**config.mk**
```make
export PLATFORM = sky130hd
export DESIGN_NAME = load_store_sequencer
export DESIGN_NICKNAME = d
export VERILOG_FILES = /design/src/rtl/lsu_pkg.sv /design/src/rtl/load_extend.sv /design/src/rtl/load_store_sequencer.sv
export SDC_FILE = /design/constraint.sdc
export NUM_CORES = 1
export LEC_CHECK = 0
export CAP_MARGIN = 20
export CORE_UTILIZATION = 44
export DETAILED_ROUTE_END_ITERATION = 8
export PLACE_DENSITY = 0.81
export SLEW_MARGIN = 25
export SYNTH_ARGS = -nofsm -noshare
export SYNTH_HDL_FRONTEND = slang
export SYNTH_HIERARCHICAL = 1
export SYNTH_SLANG_ARGS = --single-unit
export TNS_END_PERCENT = 20
```
**constraint.sdc**
```tcl
create_clock -name clk -period 6.41 [get_ports clk]
set_input_delay 0.641 -clock clk [delete_from_list [all_inputs] [get_ports clk]]
set_output_delay 0.641 -clock clk [all_outputs]
set_load 0.05 [all_outputs]
```
**src/rtl/lsu_pkg.sv**
```systemverilog
// Shared access-mode encodings, FSM state type and mode decode helpers for the
// load/store sequencer.
package lsu_pkg;

   localparam logic [2:0] MODE_LB  = 3'b000;
   localparam logic [2:0] MODE_LH  = 3'b001;
   localparam logic [2:0] MODE_LW  = 3'b010;
   localparam logic [2:0] MODE_LBU = 3'b011;
   localparam logic [2:0] MODE_LHU = 3'b100;
   localparam logic [2:0] MODE_SB  = 3'b101;
   localparam logic [2:0] MODE_SH  = 3'b110;
   localparam logic [2:0] MODE_SW  = 3'b111;

   typedef enum logic {
      IDLE  = 1'b0,
      SPLIT = 1'b1
   } lsu_state_t;

   function automatic logic [2:0] mode_size(input logic [2:0] mode);
      case (mode)
         MODE_LB, MODE_LBU, MODE_SB: mode_size = 3'd1;
         MODE_LH, MODE_LHU, MODE_SH: mode_size = 3'd2;
         default:                    mode_size = 3'd4;
      endcase
   endfunction

   function automatic logic mode_is_signed(input logic [2:0] mode);
      mode_is_signed = (mode == MODE_LB) || (mode == MODE_LH);
   endfunction

   function automatic logic mode_is_store(input logic [2:0] mode);
      mode_is_store = (mode == MODE_SB) || (mode == MODE_SH) || (mode == MODE_SW);
   endfunction

endpackage

```
**src/rtl/load_extend.sv**
```systemverilog
// Trims an assembled little-endian load to its access size and sign- or
// zero-extends it to the full data width.
module load_extend #(
   parameter int Width = 32
) (
   input  logic [2:0]       size,
   input  logic             is_signed,
   input  logic [Width-1:0] raw,
   output logic [Width-1:0] extended
);

   always_comb begin
      case (size)
         3'd1:    extended = {{(Width-8){is_signed & raw[7]}}, raw[7:0]};
         3'd2:    extended = {{(Width-16){is_signed & raw[15]}}, raw[15:0]};
         default: extended = raw;
      endcase
   end

endmodule

```
**src/rtl/load_store_sequencer.sv**
```systemverilog
// Core-side memory port sequencer: aligned accesses pass through, misaligned
// halfword/word accesses are split into byte accesses while the core stalls.
//
// state | meaning
// IDLE  | pass-through, or issue byte 0 of a misaligned access
// SPLIT | issuing bytes 1..last of a misaligned access
module load_store_sequencer
   import lsu_pkg::*;
#(
   parameter int Width    = 32,
   parameter int MemBytes = 32
) (
   input  logic             clk,
   input  logic             reset,
   input  logic             req_read,
   input  logic             req_write,
   input  logic [2:0]       req_mode,
   input  logic [Width-1:0] req_addr,
   input  logic [Width-1:0] req_wdata,
   input  logic [Width-1:0] mem_rdata,
   output logic [Width-1:0] mem_addr,
   output logic [Width-1:0] mem_wdata,
   output logic [2:0]       mem_mode,
   output logic             mem_write,
   output logic             mem_read,
   output logic [Width-1:0] load_data,
   output logic             stall,
   output logic             access_fault,
   output logic [15:0]      misalign_count
);

   lsu_state_t       state, state_nxt;
   logic [1:0]       byte_idx, byte_idx_nxt;
   logic [23:0]      assembled, assembled_nxt;
   logic             count_inc;

   logic [2:0]       size;
   logic [1:0]       last_idx;
   logic             access, is_store, misaligned, fault, split_active;
   logic [Width:0]   end_addr;
   logic [1:0]       k;
   logic [7:0]       wbyte;
   logic [Width-1:0] raw, extended;

   assign size       = mode_size(req_mode);
   assign last_idx   = 2'(size - 3'd1);
   assign access     = req_read | req_write;
   assign is_store   = req_write;
   assign misaligned = ((size == 3'd2) && req_addr[0]) ||
                       ((size == 3'd4) && (req_addr[1:0] != 2'b00));
   // One extra bit so an access wrapping past the top of the address space faults.
   assign end_addr   = {1'b0, req_addr} + (Width+1)'(size) - (Width+1)'(1);
   assign fault      = access && (end_addr >= (Width+1)'(MemBytes));

   assign split_active = (state == SPLIT) || (access && misaligned && !fault);
   assign k            = (state == SPLIT) ? byte_idx : 2'd0;
   assign wbyte        = req_wdata[{k, 3'b000} +: 8];

   always_comb begin
      raw = '0;
      raw[23:0] = assembled;
      raw[{last_idx, 3'b000} +: 8] = mem_rdata[7:0];
   end

   load_extend #(.Width(Width)) u_load_extend (
      .size      (size),
      .is_signed (mode_is_signed(req_mode)),
      .raw       (raw),
      .extended  (extended)
   );

   always_ff @(posedge clk) begin
      if (reset) begin
         state          <= IDLE;
         byte_idx       <= 2'd0;
         assembled      <= '0;
         misalign_count <= '0;
      end else begin
         state     <= state_nxt;
         byte_idx  <= byte_idx_nxt;
         assembled <= assembled_nxt;
         if (count_inc && (misalign_count != 16'hFFFF))
            misalign_count <= misalign_count + 16'd1;
      end
   end

   always_comb begin
      state_nxt     = state;
      byte_idx_nxt  = byte_idx;
      assembled_nxt = assembled;
      count_inc     = 1'b0;
      mem_addr      = req_addr;
      mem_wdata     = req_wdata;
      mem_mode      = req_mode;
      mem_write     = req_write;
      mem_read      = req_read & ~req_write;
      load_data     = req_write ? '0 : mem_rdata;
      stall         = 1'b0;
      access_fault  = 1'b0;

      if (state == IDLE && fault) begin
         access_fault = 1'b1;
         mem_read     = 1'b0;
         mem_write    = 1'b0;
         load_data    = '0;
      end else if (split_active) begin
         mem_addr  = req_addr + Width'(k);
         mem_mode  = is_store ? MODE_SB : MODE_LBU;
         mem_wdata = Width'(wbyte);
         mem_write = is_store;
         mem_read  = ~is_store;
         load_data = '0;
         if (state == SPLIT && k == last_idx) begin
            if (!is_store)
               load_data = extended;
            count_inc    = 1'b1;
            byte_idx_nxt = 2'd0;
            state_nxt    = IDLE;
         end else begin
            stall = 1'b1;
            if (!is_store) begin
               case (k)
                  2'd0:    assembled_nxt[7:0]   = mem_rdata[7:0];
                  2'd1:    assembled_nxt[15:8]  = mem_rdata[7:0];
                  default: assembled_nxt[23:16] = mem_rdata[7:0];
               endcase
            end
            byte_idx_nxt = k + 2'd1;
            state_nxt    = SPLIT;
         end
      end
   end

endmodule

```
; ---- Word-level counts from Yosys, hierarchy flattened
; Index checks and enable logic that the tools add are counted.
[word_totals]
register_bits = 43
wordCells = 86
output_inout_bits = 119
inputBits = 103
[classes]
shifts = 3
muxes = 27
reduce_logical = 22
n_eq_ne = 11
n_bitwise = 9
addsub = 7
magnitude_cmp = 1
[ops]
columns = cell, count
row1 = $mux W32, 9
row2 = $pmux W32 S2, 1
row3 = $add A32 B3 Y33, 1
row4 = $ge A33 B6 Y1 const B, 1
row5 = $sub A33 B1 Y33 const B, 1
row6 = $add A32 B2 Y32, 1
row7 = $bwmux W32, 1
row8 = $shift A8 B7 Y32 const A, 1
row9 = $shiftx A32 B6 Y8, 1
row10 = $shiftx A8 B7 Y32, 1
row11 = $add A16 B1 Y16 const B, 1
row12 = $ne A16 B16 Y1 const B, 1
row13 = $reduce_and A5 Y1, 3
row14 = $eq A3 B3 Y1 const B, 4
row15 = $mux W1, 10
row16 = $mux W3, 3
row17 = $logic_and A1 B1 Y1, 8
row18 = $neg A5 Y7, 1
row19 = $eq A3 B1 Y1 const B, 2
row20 = $eq A3 B2 Y1 const B, 2
row21 = $pmux W3 S2, 1
row22 = $reduce_or A3 Y1, 2
row23 = $not A1 Y1, 5
row24 = $mux W2, 2
row25 = 13 further kinds, 17

; ---- Longest topological paths before layout
; Gate-level depths: netlist of the first run.
[depth]
depth_word = 13
depth_mapped = 25
mapped_depth_nobuf = 22

; ---- Modules after synthesis
; Netlist of the first run, hierarchy kept.
[modules_own_cells]
columns = mod, cells_each, area_each_um2, seq_area_each_um2, n_inst
row1 = load_store_sequencer, 938, 6462.4, 860.8, 1
row2 = load_extend, 44, 349.1, 0.0, 1

; ---- Least setup slack after synthesis of the first run
; OpenSTA, ideal clock, no wires.
[synth_timing]
kind = input to output
from = input req_mode[0]
to = output mem_mode[1]
n_path_buf = 2
arrival_time_ns = 6.546
required_ns = 5.769
slack_ns = -0.777
stages = 21
path_cell_list = nor2b_1 > nor3_1 > a21oi_1 > clkbuf_1 > ha_1 > clkinv_1 > ha_1 > inv_1 > ha_1 > a211oi_1 > o21ai_1 > a211oi_2 > o21ai_1 > xor2_1 > or4_1 > a211o_1 > or4_4 > o21ai_1 > inv_1 > clkbuf_1 > o21ai_0
[synth_via]
elab_chain_cells = 12
elab_cells_between_ends = 25
classes_between = add/sub: 2 / order compare: 1 / eq/ne: 7 / mux: 3 / reduce/logical: 12
[synth_lines]
columns = item, line_no
row1 = "start, declared", load_store_sequencer.sv:17  ; input logic [2:0] req_mode,
row2 = $eq A3 B1 Y1 (tied with other cells), lsu_pkg.sv:20  ; case (mode)
row3 = $reduce_or A3 Y1, lsu_pkg.sv:20
row4 = $pmux W3 S2 *, lsu_pkg.sv:20
row5 = via size[2], load_store_sequencer.sv:37  ; logic [2:0] size;
row6 = $add A32 B3 Y33, load_store_sequencer.sv:52  ; assign end_addr = {1'b0, req_addr} + (Width+1)'(size) - (Width+1)'(1);
row7 = $sub A33 B1 Y33, load_store_sequencer.sv:52
row8 = $ge A33 B6 Y1, load_store_sequencer.sv:53  ; assign fault = access && (end_addr >= (Width+1)'(MemBytes));
row9 = $logic_and A1 B1 Y1, load_store_sequencer.sv:53
row10 = $logic_not A1 Y1, load_store_sequencer.sv:55  ; assign split_active = (state == SPLIT) || (access && misaligned && !fault);
row11 = $logic_and A1 B1 Y1, load_store_sequencer.sv:55
row12 = $logic_or A1 B1 Y1, load_store_sequencer.sv:55
row13 = $mux W3, load_store_sequencer.sv:106  ; end else if (split_active) begin
row14 = $mux W3 *, load_store_sequencer.sv:101  ; if (state == IDLE && fault) begin
row15 = "end, declared", load_store_sequencer.sv:23  ; output logic [2:0] mem_mode,
; The timed path passes the listed nets; every way through them passes the cells marked *.

; ---- Worst setup path after layout of the first run
[layout_timing]
from = input req_mode[1]
to = output mem_addr[22]
[layout_via]
elab_chain_cells = 12
elab_cells_between_ends = 25
classes_between = add/sub: 2 / order compare: 1 / eq/ne: 7 / mux: 3 / reduce/logical: 12
[layout_lines]
columns = item, line_no
row1 = $eq A3 B1 Y1 (tied with other cells), lsu_pkg.sv:20
row2 = $reduce_or A3 Y1, lsu_pkg.sv:20
row3 = $pmux W3 S2 *, lsu_pkg.sv:20
row4 = via size[2], load_store_sequencer.sv:37
row5 = $add A32 B3 Y33, load_store_sequencer.sv:52
row6 = $sub A33 B1 Y33, load_store_sequencer.sv:52
row7 = $ge A33 B6 Y1, load_store_sequencer.sv:53
row8 = $logic_and A1 B1 Y1, load_store_sequencer.sv:53
row9 = $logic_not A1 Y1, load_store_sequencer.sv:55
row10 = $logic_and A1 B1 Y1, load_store_sequencer.sv:55
row11 = $logic_or A1 B1 Y1, load_store_sequencer.sv:55
row12 = $mux W32, load_store_sequencer.sv:106
row13 = $mux W32 *, load_store_sequencer.sv:101
row14 = "end, declared", load_store_sequencer.sv:21  ; output logic [Width-1:0] mem_addr,
; Marks and branches as above.

==> results of run 1 <==
-- logic make-up after synthesis --
kind of cell | share of synthesized area
adders and majority gates | 0.1345
DFF | 0.1264
buffers and inverters | 0.1071
xor gates and xnor gates | 0.08358
and+or+nand+nor | 0.2689
AOI/OAI and AO/OA | 0.2322
muxes | 0.04739
-- flip-flops by register name (all words and copies together) (netlist names) --
signal,cells
assembled,24
misalign_count,16
byte_idx,2
state,1
-- power by group through the flow --
stage / Clock [mW] / Sequential (mW) / Combinational (mW)
6_report: 0.303 / 0.267 / 0.747
5_1_grt: 0.318 / 0.267 / 0.790
4_1_cts: 0.304 / 0.267 / 0.695
3_5_place_dp: 0 / 0.273 / 0.663
3_3_place_gp: 0 / 0.273 / 0.658
2_1_floorplan: 0 / 0.273 / 0.403
-- repair_timing --
action / 4_1_cts / 5_1_grt
hold endpoints to repair: 0 / 0
setup endpoints to repair: 103 / 92
gates cloned: 2 / 1
resized for setup: 34 / 46
buffers inserted: 23 / 11
pin swaps: 31 / 28
-- path summary, 6_finish.rpt --
kind	startpoint	end	slack, ps	cells after the start
worst max-delay path	req_mode[1]	mem_addr[22]	-70	27
worst min-delay path	assembled[12]$_SDFFE_PP0P_	assembled[12]$_SDFFE_PP0P_	480	2
worst min register to register	assembled[12]$_SDFFE_PP0P_	assembled[12]$_SDFFE_PP0P_	480	2
worst max register to register	byte_idx[0]$_SDFFE_PP0P_	misalign_count[13]$_SDFFE_PP0P_	3400	7
-- critical path, delay by kind of cell --
family	cells	cell delay, ps
AND/OR/NAND/NOR	7	2070
XOR/XNOR	1	260
AO/OA/AOI/OAI	7	1090
adder cells (fa/ha/maj)	3	610
buffers and inverters	9	1140
-- synth_stat cells (19+ instances only) --
| cell | number | share of area |
|---|---|---|
| a21oi_1 | 43 | 0.032 |
| and2_1 | 26 | 0.024 |
| clkbuf_1 | 45 | 0.025 |
| xor2_1 | 19 | 0.024 |
| dfxtp_1 | 43 | 0.13 |
| mux2i_1 | 30 | 0.044 |
| nor2_1 | 96 | 0.053 |
| inv_1 | 106 | 0.058 |
| nand2_1 | 86 | 0.047 |
| a21o_1 | 20 | 0.022 |
| nand3_1 | 26 | 0.019 |
| nand4_1 | 29 | 0.027 |
| ha_1 | 70 | 0.13 |
| nand2b_1 | 29 | 0.027 |
| o21ai_0 | 31 | 0.023 |
| xnor2_1 | 46 | 0.059 |
| a2bb2oi_1 | 32 | 0.041 |
-- metrics by stage --
step / total power, mW / worst slack [ps] / hold WS, ps / setup TNS (ps)
floorplan: 0.6766 / -145.7 / 448.7 / -4605
global placement: 0.9307 / -272.6 / 460.2 / -17680
detailed placement: 0.9357 / -562.4 / 465.1 / -43280
CTS: 1.266 / 4.616 / 477.2 / 0
global route: 1.375 / -200.0 / 499.9 / -7729
finish: 1.317 / -67.29 / 476.2 / -123.1
-- cell type report --
class | count | area share
multi-input combinational | 763 | 0.5550
timing repair buffer | 303 | 0.2911
sequential | 43 | 0.07831
inverter | 110 | 0.03802
tap | 188 | 0.02140
clock buffer | 6 | 0.01263
clock inverter | 2 | 0.003528
-- routing by layer --
metal / track usage / wire length [um] / vias to the layer above
li1: - / - / 3848
met1: 0.3892 / 10860 / 3863
met2: 0.5255 / 12840 / 359
met3: 0.03121 / 1448 / 84
met4: 0.08646 / 722 / 0
met5: 0 / 0 / -
==> metrics.yaml, run 1 <==
die_area_sq_mm: 0.01598
yosysUniqueCellTypes: 67
cts_tree: "done"
grt_pass1_vias: 7588
synth_cells: 982
rsz0062_at_grt: "yes"
layout_commonest_cell: "buf_4"
max-cap-violations: 0
die_w_um: 126.4
async_flop_share: 0
layout_common_cells: "buf_4, clkdlybuf4s50_1, inv_1"
yosysWarningCount: 6
placed_cells: 1371
cp-start-kind: "input pin"
failed_checks: "setup timing"
ys_ff_latch: 43
status: "finished with violations"
path_clk_slew_ps: 60
via_per_inst: 5.763
cts_root_buf: "clkbuf_16"
finalWeightedCongestion: 0.9336
syn_area_sq_mm: 0.006812
fmax_mhz: 154.4
final_max_slew_viol_count: 0
num_vias: 8154
dp_hpwl_um: 18370
initial_core_util: 0.4497
p_comb_frac: 0.567
critPathMaxFanout: 7
layout.cells.non_filler: 1415
holdBufCountCts: 0
skew_ps: 3.527
diodes: 0
pwr-share-seq: 0.203
min_period_ps: 6477
drt-wirelength-per-cell_um: 18.29
clock_latency_ps: 280
path_class: "in -> out"
drc: 0
clkSinkCount: 43
post-route-period-util: 1.010
drive_above_1_share: 0.2363
std_cell_rows: 45
chipHeight_um: 126.4
place_area_sq_mm: 0.01016
ios: 222
layout.nets: 1401
grt_pass1_wl_um: 39230
p_sw_uw: 520.8
peakVddDrop_mv: 0.1457
clockPowerShare: 0.230
worst_path_most_repeated_cell: "buf_4"
routed_wl_um: 25880
ant_nets: 0
syn-num-nets: 1157
relSlewSlack: 0.4111
worst_setup_path_end_kind: "output pin"
fin_util: 0.7258
grt_max_degree: 52
crit_required_ps: 5770
fillCellCount: 1105
worst_pin_slew_ps: 883.3
multiInputGateArea_sq_mm: 0.006101
yosysSeqAreaShare: 0.1264
synth-edff-count: 0
cts_buffers: 5
min_path_type: "reg -> reg"
layout_setup_ws_ps: -67.29
dr.pass1.iters: 6
numPortBuffers: 221
core_region_area_sq_mm: 0.01515
grt_remaining_overflow: 0
leakagePower_nw: 5.017
setup_viol: 8
grt_use_total: 0.3003
cts_max_path_buffers: 2
ys.flop_type: "dfxtp_1"
arrival_ps: 5840
antenna_found_initial: 0
hold_viol_final: 0
slowest_stage: "or4_4"
drt-initial-drc-count: 864
seq_area_sq_um: 860.8
p_int_uw: 796.3
syn_avg_cell_area_sq_um: 6.936
htree_num_levels: 2
syn_to_final_growth_pct: 61.39
power-per-cell-area_mw_per_mm2: 119.8
slowest_delay_ps: 530
design_area_sq_mm: 0.01099
p_sw_frac: 0.3954
Power figures use the tool's default switching activity.
==> run 2: changes to the inputs <==
GPL_ROUTABILITY_DRIVEN = 0   (was not set)
==> run 2 against run 1 <==
The flow now finishes without violations. Largest power group unchanged. Utilization fell by 1.8 points. Routed wire length fell by 7.3%. Critical endpoint is now mem_addr[18]. Clock power shrank 19%. First-iteration DRC count shrank 20%. Critical path type unchanged. Via count is 3.7% lower. Final area fell by 2.5%.
==> metrics.yaml, run 2 (synthesized netlist as in run 1, its figures left out) <==
fin_hold_ws_ps: 474.6  # -1.568 ps
layout.cells.non_filler: 1389  # -1.8%
placed_cells: 1367  # -0.29%
critPathMaxFanout: 11  # +4
relSlewSlack: 0.4064  # -0.004715
syn_to_final_growth_pct: 57.33
drive_above_1_share: 0.2125  # -0.02385
clock_latency_ps: 280  # about the same
ios: 222  # unchanged
die_area_sq_mm: 0.01598  # unchanged
rsz0062_at_grt: "yes"
layout_commonest_cell: "clkdlybuf4s50_1"
grt_use_total: 0.2907  # -0.009507
grt_pass1_vias: 7490  # -1.3%
dp_hpwl_um: 18040  # -1.8%
cts_tree: "done"
drt-initial-drc-count: 695  # -20%
min_period_ps: 6245  # -232.2 ps
grt_pass1_wl_um: 38250  # -2.5%
post-route-period-util: 0.9743  # -0.03623
chipHeight_um: 126.4  # unchanged
cts_root_buf: "clkbuf_16"
path_clk_slew_ps: 60  # about the same
cp-start-kind: "input pin"
largest_register: "assembled"
path_class: "in -> out"
std_cell_rows: 45  # unchanged
dr.pass1.iters: 5  # -1
power-per-cell-area_mw_per_mm2: 113.4  # -5.4%
status: "completed"
layout_common_cells: "clkdlybuf4s50_1, inv_1, nor2_1"
max-cap-violations: 0  # unchanged
place_area_sq_mm: 0.01014  # -0.17%
via_per_inst: 5.656  # -1.9%
skew_ps: 10.44  # +6.909 ps
routed_wl_um: 23980  # -7.3%
path_delay_family: "simple AND/OR/NAND/NOR gates"
layout.nets: 1375  # -1.9%
numPortBuffers: 221  # unchanged
slowest_delay_ps: 500  # -30 ps
leakagePower_nw: 4.868  # -3.0%
initial_core_util: 0.4497  # unchanged
arrival_ps: 5600  # -240 ps
final_max_slew_viol_count: 0  # unchanged
clkSinkCount: 43  # unchanged
worst_pin_slew_ps: 890.4  # +7.072 ps
grt_max_degree: 52  # unchanged
fin_setup_tns_ps: 0  # +123.1 ps
htree_num_levels: 2  # unchanged
antenna_found_initial: 1  # +1
grt_remaining_overflow: 0  # unchanged
cts_buffers: 5  # unchanged
num_vias: 7856  # -3.7%
cts_max_path_buffers: 2  # unchanged
largest_reg_flops: 24  # unchanged
die_w_um: 126.4  # unchanged
peakVddDrop_mv: 0.1115  # -23%
design_area_sq_mm: 0.01072  # -2.5%
worst_setup_path_end_kind: "output pin"
fmax_mhz: 160.1  # +3.7%
setup_viol: 0  # -8
ant_nets: 0  # unchanged
worst-path-buf-inv: 10  # +1
drc: 0  # unchanged
core_region_area_sq_mm: 0.01515  # unchanged
crit_required_ps: 5770  # about the same
drt-wirelength-per-cell_um: 17.26  # -5.6%
min_path_type: "reg -> reg"
hold_viol_final: 0  # unchanged
top_regs: "assembled x24, misalign_count x16, byte_idx x2"
fin_util: 0.7076  # -0.01826
slowest_stage: "or4_4"
run 2: layer usage:
| layer | share of wire | wire length [um] | track usage | vias up |
|---|---|---|---|---|
| li1 | - | - | - | 3802 |
| met1 | 0.43 | 10240 | 0.3874 | 3704 |
| met2 | 0.49 | 11800 | 0.4953 | 296 |
| met3 | 0.053 | 1262 | 0.02278 | 54 |
| met4 | 0.028 | 673 | 0.09709 | 0 |
| met5 | 0 | 0 | 0 | - |
run 2: timing repair:
action                                  CTS  global route
resized for setup                        33            41
endpoints found under the setup margin   95            93
hold buffers                              0             0
pin swaps                                22            20
setup buffers                             7             4
cloned                                    3             0
run 2: report_power, final:
group	total [mW]	switching [mW]	internal (mW)
registers	0.267	0.000000000395	0.267
clock network	0.246	0.104	0.142
logic	0.702	0.392	0.310
total	1.22	0.496	0.720
run 2: final timing paths:
| check | end | slack, ps | cells after the start | from |
|---|---|---|---|---|
| setup / recovery | mem_addr[18] | 160 | 29 | req_mode[1] |
| hold / removal | assembled[13]$_SDFFE_PP0P_ | 470 | 2 | assembled[13]$_SDFFE_PP0P_ |
| setup reg to reg | misalign_count[15]$_SDFFE_PP0P_ | 3520 | 8 | byte_idx[0]$_SDFFE_PP0P_ |
| hold reg to reg | assembled[13]$_SDFFE_PP0P_ | 470 | 2 | assembled[13]$_SDFFE_PP0P_ |
run 2: through the flow:
stage	total power [mW]	setup slack (ps)
CTS	1.188	-40.23
floorplan	0.6766	-145.7
global placement	0.9265	-266.7
detailed placement	0.9327	-365.6
global route	1.275	-60.84
finish	1.215	165.0
run 2: worst reg2reg max path, cell delays in order, from the launching register on:
cell	delay, ps
dfxtp_1	760
xor2_1	160
nor3_2	310
a21boi_1	450
nand4_1	250
or2_2	400
nor3_1	220
xnor2_1	160
nor2_1	50
run 2: final cells by class:
type	instances	area, sq um
Tap cell	188	235.2
Timing Repair Buffer	277	3075
Inverter	110	412.9
Clock inverter	2	13.76
Clock buffer	5	125.1
Antenna cell	1	2.502
Multi-Input combinational cell	763	5991
Fill cell	1166	4429
Sequential cell	43	860.8
